<file path="config.mk">
export PLATFORM = sky130hd
export DESIGN_NAME = tlul_sram_resp
export DESIGN_NICKNAME = d
export VERILOG_FILES = /design/src/rtl/tlul_sram_resp.sv
export SDC_FILE = /design/constraint.sdc
export NUM_CORES = 1
export LEC_CHECK = 0
export BUFFER_PORTS_ARGS = -buffer_cell sky130_fd_sc_hd__buf_4
export CAP_MARGIN = 20
export CORE_MARGIN = 3
export CORE_UTILIZATION = 37
export DETAILED_ROUTE_END_ITERATION = 16
export GPL_ROUTABILITY_DRIVEN = 0
export PLACE_DENSITY = 0.67
export SLEW_MARGIN = 10
export SYNTH_ARGS = -nofsm -noshare
export SYNTH_HDL_FRONTEND = slang
export SYNTH_SLANG_ARGS = --single-unit
</file>
<file path="constraint.sdc">
create_clock -name clk_i -period 5.25 [get_ports clk_i]
set_clock_uncertainty 0.15 [all_clocks]
set_input_delay 0.2625 -clock clk_i [delete_from_list [all_inputs] [get_ports clk_i]]
set_output_delay 0.2625 -clock clk_i [all_outputs]
set_load 0.03 [all_outputs]
</file>
<file path="src/rtl/tlul_sram_resp.sv">
// TL-UL device responder for a single-port, 1-cycle-latency SRAM: checks each A request,
// drives the macro for good ones and returns in-order D responses through a small FIFO.
package tlul_pkg;
  localparam logic [2:0]  PutFullData       = 3'h0;
  localparam logic [2:0]  PutPartialData    = 3'h1;
  localparam logic [2:0]  Get               = 3'h4;
  localparam logic [2:0]  AccessAck         = 3'h0;
  localparam logic [2:0]  AccessAckData     = 3'h1;
  localparam logic [13:0] TL_D_USER_DEFAULT = 14'h0;

  typedef struct packed {
    logic        a_valid;
    logic [2:0]  a_opcode;
    logic [2:0]  a_param;
    logic [1:0]  a_size;
    logic [7:0]  a_source;
    logic [31:0] a_address;
    logic [3:0]  a_mask;
    logic [31:0] a_data;
    logic [15:0] a_user;
    logic        d_ready;
  } tl_h2d_t;

  typedef struct packed {
    logic        d_valid;
    logic [2:0]  d_opcode;
    logic [2:0]  d_param;
    logic [1:0]  d_size;
    logic [7:0]  d_source;
    logic        d_sink;
    logic [31:0] d_data;
    logic [13:0] d_user;
    logic        d_error;
    logic        a_ready;
  } tl_d2h_t;
endpackage

module tlul_sram_resp
  import tlul_pkg::*;
#(
  parameter int unsigned SramAw   = 10,
  parameter logic [31:0] BaseAddr = 32'h0000_0000,
  parameter int unsigned Depth    = 2
) (
  input  logic              clk_i,
  input  logic              rst_i,
  input  tl_h2d_t           tl_i,
  output tl_d2h_t           tl_o,
  output logic              sram_req_o,
  output logic              sram_we_o,
  output logic [SramAw-1:0] sram_addr_o,
  output logic [31:0]       sram_wdata_o,
  output logic [31:0]       sram_wmask_o,
  input  logic [31:0]       sram_rdata_i
);
  localparam int unsigned PtrW = (Depth > 1) ? $clog2(Depth) : 1;
  localparam int unsigned CntW = $clog2(Depth + 1) + 1;

  typedef struct packed {
    logic [2:0] opcode;
    logic [1:0] size;
    logic [7:0] source;
    logic       error;
    logic       is_read;
  } pend_t;

  typedef struct packed {
    logic [2:0]  opcode;
    logic [1:0]  size;
    logic [7:0]  source;
    logic        error;
    logic [31:0] data;
  } rsp_t;

  function automatic logic [PtrW-1:0] ptr_inc(input logic [PtrW-1:0] p);
    return (p == PtrW'(Depth - 1)) ? {PtrW{1'b0}} : p + PtrW'(1);
  endfunction

  logic            pend_valid_q, pend_valid_d;
  pend_t           pend_q, pend_d;
  rsp_t            fifo_q [Depth];
  rsp_t            fifo_d [Depth];
  logic [PtrW-1:0] wptr_q, wptr_d, rptr_q, rptr_d;
  logic [CntW-1:0] cnt_q, cnt_d, count;

  logic       is_get, is_put, align_bad, range_bad, a_err;
  logic [3:0] full_mask;
  logic       a_ready, accept, d_valid, pop;
  logic       unused_tl;

  assign unused_tl = ^{tl_i.a_param, tl_i.a_user};

  // Classify the request on the A channel; a PutFullData must cover exactly its own bytes.
  always_comb begin
    is_get    = (tl_i.a_opcode == Get);
    is_put    = (tl_i.a_opcode == PutFullData) || (tl_i.a_opcode == PutPartialData);
    range_bad = (tl_i.a_address[31:SramAw+2] != BaseAddr[31:SramAw+2]);
    case (tl_i.a_size)
      2'd0: begin
        align_bad = 1'b0;
        full_mask = 4'b0001 << tl_i.a_address[1:0];
      end
      2'd1: begin
        align_bad = tl_i.a_address[0];
        full_mask = 4'b0011 << tl_i.a_address[1:0];
      end
      2'd2: begin
        align_bad = |tl_i.a_address[1:0];
        full_mask = 4'b1111;
      end
      default: begin
        align_bad = 1'b1;
        full_mask = 4'b0000;
      end
    endcase
    a_err = !(is_get || is_put) || (tl_i.a_size == 2'd3) || align_bad || range_bad ||
            ((tl_i.a_opcode == PutFullData) && (tl_i.a_mask != full_mask));
  end

  assign count   = cnt_q + CntW'(pend_valid_q);
  assign a_ready = !rst_i && (count < CntW'(Depth));
  assign accept  = tl_i.a_valid && a_ready;
  assign d_valid = !rst_i && (cnt_q != {CntW{1'b0}});
  assign pop     = d_valid && tl_i.d_ready;

  // Drive the macro only for accepted, error-free requests.
  always_comb begin
    sram_req_o   = accept && !a_err;
    sram_we_o    = sram_req_o && is_put;
    sram_addr_o  = tl_i.a_address[SramAw+1:2];
    sram_wdata_o = tl_i.a_data;
    for (int i = 0; i < 4; i++) begin
      sram_wmask_o[8*i +: 8] = {8{sram_we_o && tl_i.a_mask[i]}};
    end
  end

  // Pending stage waits one cycle for read data, then joins the response FIFO.
  always_comb begin
    pend_valid_d = accept;
    pend_d       = pend_q;
    if (accept) begin
      pend_d.opcode  = is_get ? AccessAckData : AccessAck;
      pend_d.size    = tl_i.a_size;
      pend_d.source  = tl_i.a_source;
      pend_d.error   = a_err;
      pend_d.is_read = is_get && !a_err;
    end
    fifo_d = fifo_q;
    wptr_d = wptr_q;
    if (pend_valid_q) begin
      fifo_d[wptr_q].opcode = pend_q.opcode;
      fifo_d[wptr_q].size   = pend_q.size;
      fifo_d[wptr_q].source = pend_q.source;
      fifo_d[wptr_q].error  = pend_q.error;
      fifo_d[wptr_q].data   = pend_q.is_read ? sram_rdata_i : 32'h0;
      wptr_d = ptr_inc(wptr_q);
    end
    rptr_d = pop ? ptr_inc(rptr_q) : rptr_q;
    cnt_d  = cnt_q + CntW'(pend_valid_q) - CntW'(pop);
  end

  always_ff @(posedge clk_i) begin
    if (rst_i) begin
      pend_valid_q <= 1'b0;
      pend_q       <= '0;
      fifo_q       <= '{default: '0};
      wptr_q       <= '0;
      rptr_q       <= '0;
      cnt_q        <= '0;
    end else begin
      pend_valid_q <= pend_valid_d;
      pend_q       <= pend_d;
      fifo_q       <= fifo_d;
      wptr_q       <= wptr_d;
      rptr_q       <= rptr_d;
      cnt_q        <= cnt_d;
    end
  end

  always_comb begin
    tl_o          = '0;
    tl_o.d_valid  = d_valid;
    tl_o.d_opcode = fifo_q[rptr_q].opcode;
    tl_o.d_param  = 3'h0;
    tl_o.d_size   = fifo_q[rptr_q].size;
    tl_o.d_source = fifo_q[rptr_q].source;
    tl_o.d_sink   = 1'b0;
    tl_o.d_data   = fifo_q[rptr_q].data;
    tl_o.d_user   = TL_D_USER_DEFAULT;
    tl_o.d_error  = fifo_q[rptr_q].error;
    tl_o.a_ready  = a_ready;
  end
endmodule

</file>
# Word level (Yosys, flattened, before mapping)
# Index checks and enable logic that the tools add are counted.
# word_totals
regBits	113
in_bits	136
output_inout_bits	142
elab_cells	88
# classes
addsub	4
magnitude_cmp	4
eq_ne	6
n_shift	2
mux	24
bitwise	2
n_reduce_logical	27
# ops
operator	n
$bwmux 92	5
$demux 46 s1	5
$mux 46	4
$mux 32	2
$mux 43	1
$mux 41	1
$mux 33	1
$reduce_bool 20->1	1
$logic_and 1x1->1	13
$pmux 4 s3	1
$logic_or 1x1->1	6
$eq 2x2->1 const B	2
$ge 2x2->1 const B	2
$ne 4x4->1	1
$not 1->2	2
$shl 1x2->4 const A	1
$shl 2x2->4 const A	1
$add 3x1->3	1
$eq 3x1->1 const B	1
$eq 3x3->1 const B	1
$logic_not 1->1	3
$logic_not 3->1	1
$lt 3x2->1 const B	1
$mux 1	3
8 further kinds	9

# Longest topological paths before layout
# Gate-level depths: netlist of run 1.
# logic_depth
word_depth	12
mapped_depth	8
ltp_nobuf	7

# Worst setup path before layout of run 1
# Ideal clock, no wire load.
# synth_timing
path_type	register to output
startpoint	register pend_valid_q
endpoint	output sram_wmask_o[10]
arrival_time_ps	2499
required_ps	4838
slack_ps	2338
stages_incl_launch_ff	9
n_path_buf	1
cell_sequence	dfxtp_1 -> ha_1 -> ha_1 -> nor2_1 -> nand3_1 -> nor4_4 -> nand3_1 -> nor2_1 -> buf_4
# synth_between
elab_chain_cells	7
# synth_lines
item	line	rtl
start, declared	79	logic pend_valid_q, pend_valid_d;
start signal, assigned	171	pend_valid_q <= pend_valid_d;
$add 3x1->3	120	assign count = cnt_q + CntW'(pend_valid_q);
$lt 3x2->1	121	assign a_ready = !rst_i && (count < CntW'(Depth));
$logic_and 1x1->1	121	
$logic_and 1x1->1	122	assign accept = tl_i.a_valid && a_ready;
$logic_and 1x1->1	128	sram_req_o = accept && !a_err;
$logic_and 1x1->1	129	sram_we_o = sram_req_o && is_put;
$logic_and 1x1->1	133	sram_wmask_o[8*i +: 8] = {8{sram_we_o && tl_i.a_mask[i]}};
end, declared	53	output logic [31:0] sram_wmask_o,
# Every way passes these cells.

# Worst setup path after layout of run 1
# layout_timing
startpoint	register pend_valid_q
endpoint	output sram_wmask_o[11]
# Same word-level chain as after synthesis.

==> results of run 1 <==
## Yosys cell counts, types with 4 or more instances
library cell	instances
mux2_2	44
buf_1	4
ha_1	4
nand2_1	136
nand3_1	71
nor4_1	4
nor2_1	17
inv_1	5
a21oi_1	102
clkbuf_1	41
buf_4	92
dfxtp_1	107
## flip-flops by register name (all words and copies together) (netlist names)
name / flops
wptr_q: 1
pend_valid_q: 1
pend_q: 13
rptr_q: 1
cnt_q: 3
fifo_q: 88
## kinds of logic (layout without fill, tap and decap cells)
group / Yosys count / in the layout / share of synthesized area
muxes: 44 / 44 / 0.0921
and+or+nand+nor: 249 / 249 / 0.208
DFF: 107 / 107 / 0.398
adders and majority gates: 4 / 4 / 0.00930
AOI/OAI and AO/OA: 117 / 117 / 0.118
buffers and inverters: 144 / 182 / 0.166
xor gates and xnor gates: 4 / 4 / 0.00651
other: 1 / 20 / 0.000697
## power breakdown
group / internal [mW] / switching, mW
sequential: 0.841 / 0.0329
clock: 0.347 / 0.286
combinational: 0.130 / 0.229
## worst min path at each step
stage | start | endpoint | slack [ns] | cells after the start
after detailed placement | fifo_q[47] | fifo_q[47] | 0.30 | 2
after floorplan | tl_i[94] | pend_q[11] | 0.25 | 2
final | tl_i[88] | pend_q[5] | 0.02 | 3
after CTS | tl_i[88] | pend_q[5] | 0.002 | 3
after global placement | fifo_q[0] | fifo_q[0] | 0.29 | 2
after global routing | tl_i[88] | pend_q[5] | 0.01 | 3
## layout by cell type (no fill, tap or decap), drive strengths merged, types with 5 or more instances in the layout
cell type,instances
clkbuf,14
nor4,5
a21oi,102
mux2,44
nand2,136
conb,20
inv,5
buf,160
nor2,17
nand3,71
dfxtp,107
## worst max-delay path: stages, from the launching register on
cell and delay [ns]:
dfxtp_1 0.37, ha_1 0.22, ha_1 0.30, nor2_1 0.11
nand3_1 0.09, buf_4 0.21, nor4_4 0.41, nand3_1 0.12
nor2_1 0.45, buf_4 0.26
## through the flow
| stage | hold slack [ns] | setup slack (ns) | power, mW | instance area (um^2) | instances |
|---|---|---|---|---|---|
| after floorplan | 0.248 | 2.34 | 1.20 | 5450 | 689 |
| after global placement | 0.289 | 2.37 | 1.25 | 6010 | 889 |
| after detailed placement | 0.295 | 2.33 | 1.25 | 6010 | 889 |
| after CTS | 0.00163 | 1.93 | 1.89 | 6290 | 906 |
| after global routing | 0.00979 | 1.70 | 1.96 | 6320 | 907 |
| final | 0.0191 | 1.94 | 1.87 | 6320 | 907 |
## layer usage
metal  global-route usage  vias up  part of all wire
li1                     -     2252                 -
met1                0.206     2038              0.47
met2                0.253      134              0.46
met3               0.0488        8             0.057
met4               0.0397        0            0.0092
met5                    0        -                 0
## what timing repair did
action	CTS	global route
setup buffers	0	0
hold buffers	1	0
hold endpoints to repair	1	0
## area by class of cell
type	instances	area, um^2
fill	1413	7720
multi-input combinational	438	2430
sequential	107	2140
timing repair buffer	161	1230
clock buffer	14	264
tap	180	225
inverter	5	18.8
clock inverter	2	10.0
==> impl.org, run 1 <==
** Outcome
- The run finished with clean final reports.

** Worst setup path
- In this run the worst path has a maximum fanout of 14.
- In this run the critical register-to-register path is captured at pend_q[0].
- The worst setup path is captured at an output pin.
- Register-to-Register Path Depth :: 8
- Crit path to :: sram_wmask_o[11]
- Signal arrival time at the worst endpoint :: 2.90 ns
- The most critical setup path has its startpoint at pend_valid_q.
- STA classifies the critical path startpoint as a flop.
- The worst setup path is of the reg2out kind.
- Crit path required time :: 4.84 ns
- The startpoint identified for the worst register-to-register timing path is pend_valid_q.
- The setup check on the worst reg-to-reg path leaves a slack of 3.04 ns.

** Synthesis
- Yosys printed 0 warnings.
- Library cell occupying the most area in the post-synthesis netlist :: dfxtp_1
- Share of the synthesized area in the top cell type :: 0.398
- Yosys mapped the design onto 42 distinct sky130hd cell types.
- Leading post-synthesis cells by cell area :: dfxtp_1 (40%), buf_4 (13%), a21oi_1 (9.5%)
- Of all flip-flops after synthesis, the portion carrying an async set or reset was 0.
- Avg Inst Size Synth :: 8.03 um^2
- Synthesis handed over a netlist of 670 instances.
- Post-synthesis sequential area ratio :: 0.398
- In this run, synthesis inferred 0 flip-flops with an integrated enable.
- For this run, the leading register cell type out of synthesis is dfxtp_1.
- In this run, synthesis produced a sequential element count of 107.
- The mapped netlist covers 5380 um^2.

** Die
- The initial utilization of the core area, before any placement, comes to 0.383.
- The die covers 16000 um^2.
- I/O pin cnt :: 278
- Number of rows in the core area :: 43
- Std-Cell Core Area :: 14000 um^2
- Die outline height :: 127 um
- Measured along the x axis, the die boundary spans 127 um.

** Place
- Input and output buffers added on the ports amount to 154.
- HPWL after detailed placement :: 8.31 mm

** Global route
- The first global-routing pass estimated 20.9 mm of wire.
- Entering global routing, the biggest net connects 108 pins.
- Number of global-route vias before repair :: 4201
- Antenna violations before repair :: 0
- Across every metal layer, demand over resource in global routing totals 0.157.
- Remaining global-route overflow :: 0

** STA
- Measured slew at the worst slew-check pin :: 1.01 ns
- Max Freq :: 302 MHz
- Normalized max-slew margin :: 0.324
- Setup-violating endpoint count in the final report :: 0
- Setup repair after global routing missed its margin :: no
- Ratio of final minimum period to clock period :: 0.631
- The number of max-slew violations in the final report was 0.
- Summed over all failing endpoints, the final setup total negative slack is 0 ns.
- Count of final hold-check violations :: 0
- Min Tclk post-route :: 3.31 ns

** Clock tree
- Largest buffer count on any clock path :: 2
- TritonCTS created 9 clock buffers.
- TritonCTS clock tree :: built
- Clock latency on the worst-skew pair, taken at its later pin, is 0.34 ns.
- Clock sink count :: 107
- Number of cells upsized or downsized after cts :: 0
- The tree is rooted in a clkbuf_16.
- Reg clk slew, reported paths :: 0.07 ns
- CTS built an H-tree with a depth of 3.

** Final layout
- Fraction of final layout cells with drive strength greater than 1 :: 0.312
- Area growth from synthesis to layout :: 17.5%
- 0 antenna diodes ended up in the layout.
- At the end of the flow, the number of nets in the layout was 862.
- Measured on the finished design, the core utilization comes to 0.450.

** Drt
- Drt wl/cell :: 14.4 um
- Total iterations of the first detailed-routing run :: 4
- After detailed routing, the number of vias per cell comes to 4.89.
- Antenna viol nets, final :: 0
- Total DRC errors in the routed layout :: 0
- Via count :: 4432
- The detailed router finished its first iteration with 229 violations.
- Post-detailed-routing wire length :: 13.0 mm

** Power and ir drop
- In this run the power density over the cells is 295 nW/um^2.
- VDD sags by at most 0.154 mV.
- The analysis attributes to cell leakage a power of 2.53 nW.

** Flow run
- Number of max-capacitance violations reported :: 0

** Min path
- Path type of the worst min-delay path :: in2reg
Note: power is estimated with default switching activity, not from simulation.
==> run 2: changes to the inputs <==
--- a/config.mk
+++ b/config.mk
@@ -5,13 +5,14 @@
 export SDC_FILE = /design/constraint.sdc
 export NUM_CORES = 1
 export LEC_CHECK = 0
+export ABC_AREA = 1
 export BUFFER_PORTS_ARGS = -buffer_cell sky130_fd_sc_hd__buf_4
 export CAP_MARGIN = 20
 export CORE_MARGIN = 3
 export CORE_UTILIZATION = 37
 export DETAILED_ROUTE_END_ITERATION = 16
 export GPL_ROUTABILITY_DRIVEN = 0
-export PLACE_DENSITY = 0.67
+export PLACE_DENSITY = 0.71
 export SLEW_MARGIN = 10
 export SYNTH_ARGS = -nofsm -noshare
 export SYNTH_HDL_FRONTEND = slang
==> constraint.sdc (replaced) <==
create_clock -name clk_i -period 3 [get_ports clk_i]
set_clock_uncertainty 0.15 [all_clocks]
set_input_delay 0.15 -clock clk_i [delete_from_list [all_inputs] [get_ports clk_i]]
set_output_delay 0.15 -clock clk_i [all_outputs]
set_load 0.03 [all_outputs]
==> run 2 against run 1 <==
Net effect: non-clock buffer count rose by 47; power up 120%; synthesized cell count is 10% higher; clock power rose by 88%; area after synthesis decreased by 3.1%; clock-buffer cell count decreased by 4; hold slack worse by 0.010 ns; register-to-register slack worse by 2.5 ns; first-iteration DRC count up 39%; core utilization is 4.3 points higher; highest routed layer unchanged; die area fell by 3.0%; critical endpoint unchanged.
==> impl.org, run 2 <==
** Outcome
- The run finished with clean final reports.

** Clock tree
- After clock tree synthesis, the clock-pin slew on the worst setup and hold paths is 0.07 ns.
- Counting along the longest clock path gives a buffer depth of 2.
- CTS root buffer :: clkbuf_16
- CTS saw 107 sinks.
- TritonCTS Buffers :: 9
- Htree depth :: 3
- Insertion delay of the later-clocked pin in the worst-skew pair :: 0.34 ns
- TritonCTS built the clock tree.

** Global route
- First-pass GRT wire length :: 21.3 mm
- Remaining global-route overflow :: 0
- Pin count of the biggest net entering global routing :: 99
- The via count of the first global-routing pass is 4590.
- Total routing resource utilization after global routing :: 0.162
- Antenna violations before repair :: 0

** STA
- In the finished design, the share of the clock period the worst path needs comes to 0.941.
- The clock period could shrink to 2.82 ns.
- Final setup margin :: 0.177 ns
- Final Slew Violations :: 0
- Count of final hold-check violations :: 0
- Setup-violating endpoint count in the final report :: 0
- Based on the critical path, the design can be clocked at up to 354 MHz.
- At the pin with the least slew margin, the transition time is 0.914 ns.
- Normalized max-slew margin :: 0.391
- Setup repair after global routing missed its margin :: yes

** Min path
- Cell depth of the worst hold path :: 3
- Hold Startpoint :: tl_i[0]
- Capture endpoint of the worst hold path :: rptr_q
- The worst hold path belongs to the class in2reg.

** Drt
- Total DRC errors in the routed layout :: 0
- Post-detailed-routing wire length :: 13.0 mm
- The first routing iteration left 319 violations.
- Total iterations of the first detailed-routing run :: 5
- Antenna viol nets, final :: 0
- Drt wl/cell :: 12.7 um
- Across all layers, the routed design uses 4825 vias.
- Using the TritonRoute via totals, the vias-per-cell ratio works out to 4.71.

** Final layout
- Sequential standard cell area :: 2140 um^2
- Total of fill cells in the finished design :: 1308
- Top library cells by usage in the layout, fill and taps aside :: nand2_1 (201), buf_4 (160), dfxtp_1 (106)
- Final instance count without filler cells :: 1025
- In the final layout, the share of cells above drive strength 1 is 0.231.
- The register with the most flip-flops in the layout has 88 of them.
- More flip-flops sit in one register than any other, and that register is fifo_q.
- Area taken by multi-input logic gates :: 2190 um^2
- Area growth from synthesis to layout :: 27.7%
- In the final layout, the registers with the most flip-flops are fifo_q: 88 flops, pend_q: 13 flops, cnt_q: 3 flops.
- Commonest non-fill, non-tap cell in the layout :: nand2_1
- Final #Nets :: 983

** Synthesis
- For this run, the leading register cell type out of synthesis is dfxtp_1.
- Warnings from Yosys :: 0
- After synthesis, the mean cell area works out to 7.06 um^2.
- Synthesis inferred 107 register bits.
- Number of synthesized flops with an enable pin :: 0
- The share of the Yosys chip area taken by registers is 0.411.
- After synthesis, the share of flip-flops with an asynchronous set or reset is 0.
- Share of the synthesized area in the top cell type :: 0.411
- Distinct cells, synth :: 27
- Syn Inst Count :: 738
- In the post-synthesis netlist, the cell with the most instances is nand2_1.
- By count the netlist is led by nand2_1 (201), dfxtp_1 (107), buf_4 (93), a21oi_1 (88), o21ai_1 (74).
- Mapped cell area :: 5210 um^2
- Of all cell types, the one taking the most synthesized area is dfxtp_1.
- Leading post-synthesis cells by cell area :: dfxtp_1 (41%), nand2_1 (14%), buf_4 (13%)

** Place
- Detailed placement finished with a half-perimeter wire length of 8.04 mm.
- The number of placed instances, taps included, is 961.
- Timing analysis after detailed placement gives a worst setup slack of 0.513 ns.
- During placement, the flow inserted port buffers numbering 154.

** Power and ir drop
- The share of total power dissipated in combinational logic is 0.306.
- Highest ir drop seen on vdd :: 0.276 mV
- PD cells :: 628 nW/um^2
- Switching power summed over all nets :: 1.43 mW
- Of the total power, the share spent switching nets is 0.342.
- Internal cell power :: 2.75 mW
- Static Leak :: 3.14 nW
- Part of the power in the clock network :: 0.285
- Part of the total power dissipated in sequential elements :: 0.408

** Die
- Die area :: 15500 um^2
- 278 I/O pins were placed.
- Number of rows in the core area :: 42
- The initial utilization of the core area, before any placement, comes to 0.386.
- Std-Cell Core Area :: 13500 um^2
- Horizontal die dimension :: 125 um
- Die outline height :: 125 um

** Worst setup path
- Source of the worst register-to-register timing path :: pend_valid_q
- The setup check on the worst reg-to-reg path leaves a slack of 0.54 ns.
- Crit path required time :: 2.70 ns
- The number of cells on the worst reg-to-reg path is 10.
- Critical path fanouts, max :: 8
- At the worst endpoint, the arrival time is 2.52 ns.
- The worst setup path is launched from a flop.
- The worst register-to-register path ends at pend_q[8].
- STA classifies the critical path endpoint as an output pin.
- By startpoint and endpoint, the worst setup path is classified as reg2out.

** Flow run
- Number of max-capacitance violations reported :: 0
==> run 2: critical path, cell delays in order (launching register included) <==
cell and delay [ns]:
dfxtp_1 0.34, ha_1 0.21, ha_1 0.19, xor2_1 0.21, nor3_4 0.18, nand2_4 0.06, nor2_1 0.19, nand3_2 0.17
nor2_1 0.40, buf_4 0.25
==> run 2: area by class of cell <==
cell class	count	share of cell area
Inverter	28	0.0165
Tap cell	176	0.0331
Timing Repair Buffer	208	0.254
Multi-Input combinational cell	489	0.328
Sequential cell	107	0.322
Antenna cell	1	0.000376
Clock inverter	6	0.00959
Clock buffer	10	0.0359
==> run 2: worst max-delay path by stage <==
stage	startpoint	endpoint	slack, ns	depth (start not counted)
floorplan	pend_valid_q	sram_wmask_o[17]	0.30	8
global route	pend_valid_q	sram_wmask_o[18]	-0.05	9
detailed placement	pend_valid_q	sram_wmask_o[29]	0.51	9
global placement	pend_valid_q	sram_wmask_o[26]	0.56	9
finish	pend_valid_q	sram_wmask_o[11]	0.18	9
CTS	pend_valid_q	sram_wmask_o[29]	0.13	9
==> run 2: timing repair <==
| action | CTS | global route |
|---|---|---|
| hold endpoints to repair | 78 | 0 |
| buffers inserted | 0 | 0 |
| gates resized for setup | 0 | 1 |
| hold buffers | 47 | 0 |
| setup endpoints to repair | 0 | 32 |
==> run 2: cells by family after synthesis <==
family / share of synthesized area
AND/OR/NAND/NOR: 0.209
AO/OA/AOI/OAI: 0.183
other: 0.000720
flip-flops: 0.411
XOR/XNOR: 0.00168
adder cells (fa/ha/maj): 0.00960
buffers and inverters: 0.185
==> run 2: metrics by stage <==
| step | TNS, ns | cell area [um^2] | util | hold slack, ns | total power [mW] |
|---|---|---|---|---|---|
| 4_1_cts | 0 | 6650 | 0.492 | 0.00240 | 4.22 |
| 3_5_place_dp | 0 | 5880 | 0.435 | 0.150 | 2.97 |
| 2_1_floorplan | 0 | 5280 | - | 0.141 | 2.67 |
| 6_report | 0 | 6660 | 0.493 | 0.00877 | 4.18 |
| 5_1_grt | -1.22 | 6650 | 0.493 | 0.00104 | 4.42 |
| 3_3_place_gp | 0 | 5880 | 0.435 | 0.150 | 2.95 |
==> run 2: per-layer routing <==
layer / GRT usage / part of all wire / wire length (um)
met4: 0.0625 / 0.022 / 287
met5: 0 / 0 / 0
met2: 0.272 / 0.47 / 6070
met1: 0.205 / 0.45 / 5850
met3: 0.0339 / 0.060 / 784
==> run 2: power by group through the flow <==
stage / sequential [mW] / combinational (mW) / clock, mW
2_1_floorplan: 1.72 / 0.957 / 0
3_3_place_gp: 1.73 / 1.22 / 0
3_5_place_dp: 1.74 / 1.23 / 0
4_1_cts: 1.71 / 1.29 / 1.22
5_1_grt: 1.73 / 1.41 / 1.28
6_report: 1.71 / 1.28 / 1.19
==> run 3: changes to the inputs <==
--- a/config.mk
+++ b/config.mk
@@ -12,7 +12,7 @@
 export CORE_UTILIZATION = 37
 export DETAILED_ROUTE_END_ITERATION = 16
 export GPL_ROUTABILITY_DRIVEN = 0
-export PLACE_DENSITY = 0.71
+export PLACE_DENSITY = 0.68
 export SLEW_MARGIN = 10
 export SYNTH_ARGS = -nofsm -noshare
 export SYNTH_HDL_FRONTEND = slang
==> constraint.sdc (replaced) <==
create_clock -name clk_i -period 3.55 [get_ports clk_i]
set_clock_uncertainty 0.15 [all_clocks]
set_input_delay 0.71 -clock clk_i [delete_from_list [all_inputs] [get_ports clk_i]]
set_output_delay 0.71 -clock clk_i [all_outputs]
set_load 0.03 [all_outputs]
==> run 3 against run 2 <==
Net effect: combinational power shrank 20%; sequential share of layout area grew 2.3 points; clock-buffer cell count grew 2; critical path depth is the same; sequential power shrank 16%; hold slack gained 0.32 ns; critical path type unchanged.
==> impl.org, run 3 (same netlist as run 2, synthesis figures left out) <==
** Drt
- Starting DRT DRC Count :: 275
- Post-detailed-routing wire length :: 12.0 mm
- Total iterations of the first detailed-routing run :: 4
- Across all layers, the routed design uses 4532 vias.
- Antenna viol nets, final :: 0
- Detail-routed via count per cell :: 4.64
- Total DRC errors in the routed layout :: 0
- In the final routed layout, each cell accounts on average for 12.3 um.

** Final layout
- Commonest non-fill, non-tap cell in the layout :: nand2_1
- Register ranked first by flip-flop count :: fifo_q
- In the final layout, the registers with the most flip-flops are fifo_q: 88 flops, pend_q: 13 flops, cnt_q: 3 flops.
- Fraction of final layout cells with drive strength greater than 1 :: 0.241
- Inserted Diodes :: 0
- Final #Nets :: 936
- Area growth from synthesis to layout :: 19.3%
- In the layout the commonest cells are nand2_1 (201), buf_4 (160), dfxtp_1 (106).
- The register with the most flip-flops in the layout has 88 of them.

** Clock tree
- TritonCTS clock tree :: built
- Largest buffer count on any clock path :: 2
- For this design, the sink count on the clock tree is 107.
- Reg clk slew, reported paths :: 0.07 ns
- Htree depth :: 3
- TritonCTS Buffers :: 9
- The later pin in the worst-skew pair is clocked with a latency of 0.34 ns.
- The tree is rooted in a clkbuf_16.

** Die
- Initial standard-cell utilization of the core :: 0.386
- Horizontal die dimension :: 125 um
- Die area :: 15500 um^2
- For this design the top-level I/O count stands at 278.
- The region available for standard cell placement spans 13500 um^2.
- Die outline height :: 125 um
- The floorplan has 42 rows.

** Power and ir drop
- PD cells :: 576 nW/um^2
- Highest ir drop seen on vdd :: 0.221 mV
- Pwr Total :: 3.58 mW
- Static Leak :: 2.95 nW

** STA
- Setup violations remaining at the end of the flow were counted as 0.
- The number of max-slew violations in the final report was 0.
- Measured slew at the worst slew-check pin :: 0.898 ns
- Count of final hold-check violations :: 0
- Normalized max-slew margin :: 0.400
- Post-Route Hold Slack :: 0.332 ns
- Setup repair after global routing could not meet its margin everywhere.
- Based on the critical path, the design can be clocked at up to 294 MHz.
- The smallest clock period supported by the final layout is computed as 3.40 ns.
- In the finished design, the share of the clock period the worst path needs comes to 0.958.
- After layout, the worst setup slack is 0.149 ns.

** Global route
- Number of global-route vias before repair :: 4069
- The first global-routing pass estimated 19.5 mm of wire.
- Total routing resource utilization after global routing :: 0.148
- The initial antenna violation count was 0.
- Remaining global-route overflow :: 0
- Entering global routing, the biggest net connects 99 pins.

** Place
- Buffers added on ports :: 154
- Worst-case setup slack after placement :: 0.298 ns
- HPWL after detailed placement :: 8.05 mm

** Worst setup path
- Across all register-to-register paths, the minimum setup slack is 1.44 ns.
- Of all nets on the critical path, the largest fanout is 8.
- Worst-path cell chain :: ha_1 > ha_1 > xor2_1 > nor3_4 > nand2_4 > nor2_1 > nand3_2 > nor2_1 > buf_4
- For the worst setup path, the data arrival time is 2.54 ns.
- Crit path required time :: 2.69 ns
- Source of the worst register-to-register timing path :: pend_valid_q
- The worst register-to-register path ends at pend_q[0].
- Critical-path cell with the highest stage delay :: nor2_1
- For this run, the slowest stage of the critical path takes 0.39 ns.
- Startpoint type of the worst setup path :: flop
- STA classifies the critical path endpoint as an output pin.
- The critical path in this run is classified as reg2out.
- Counting cells, the worst reg-to-reg path comes to 10.

** Min path
- Path type of the worst min-delay path :: reg2reg
- For hold timing, the worst endpoint is fifo_q[80].
- The worst hold path begins at pend_q[3].
- Along the worst hold path, the cell count comes to 2.

** Outcome
- Status :: finished clean

** Flow run
- Across the run, the number of max-cap violations was 0.
-- run 3: changes by cell type in the layout (fill, tap and decap cells not counted), sizes merged --
cell,change
dlygate4sd3,-47
diode,-1
inv,-1
clkinvlp,-2
clkinv,-1
bufinv,+2
clkbuf,+2
-- run 3: final cells by class --
type                    instances  area [um^2]
repair buffers                161         1220
fillers                      1399         7290
clock buffers                  12          236
clock inverters                 4         98.8
inverters                      28          110
flip-flops and latches        107         2140
multi-input cells             489         2190
well taps                     176          220
-- run 3: worst max-delay path by stage --
stage	from	to	slack [ns]	cells past startpoint
after detailed placement	tl_i[93]	sram_wmask_o[2]	0.30	10
after global placement	tl_i[93]	sram_wmask_o[0]	0.31	10
after CTS	pend_valid_q	sram_wmask_o[2]	0.1	9
final	pend_valid_q	sram_wmask_o[19]	0.15	9
after floorplan	rst_i	sram_wmask_o[17]	0.29	7
after global routing	pend_valid_q	sram_wmask_o[19]	-0.08	9
-- run 3: power by group --
group | switching (mW) | internal, mW
Sequential | 0.0797 | 1.36
Combinational | 0.669 | 0.359
Clock | 0.416 | 0.691
Total | 1.16 | 2.42
-- run 3: per-stage QoR --
stage                     instances  utilization  setup TNS (ns)  cell area [um^2]
final                           977        0.460               0              6220
after detailed placement        961        0.435               0              5880
after global placement          961        0.435               0              5880
after CTS                       977        0.460               0              6210
after global routing            977        0.460           -1.59              6220
after floorplan                 757            -               0              5280
-- run 3: what timing repair did --
action | 4_1_cts | 5_1_grt
hold buffers | 0 | 0
resized for setup | 0 | 1
setup buffers | 0 | 0
endpoints found under the setup margin | 0 | 32
endpoints found under the hold margin | 0 | 0
-- run 3: critical path: cells and delay by family, from the launching register on --
family / cells / cell delay [ns]
xor+xnor: 1 / 0.20
fa+ha+maj: 2 / 0.39
buf+inv: 1 / 0.25
flops: 1 / 0.35
simple gates: 5 / 1.01
-- run 3: metal layers --
layer | vias up | part of all wire | GRT usage
met3 | 24 | 0.067 | 0.0425
met5 | - | 0 | 0
met1 | 1986 | 0.45 | 0.186
met2 | 124 | 0.47 | 0.247
li1 | 2398 | - | -
met4 | 0 | 0.013 | 0.0458
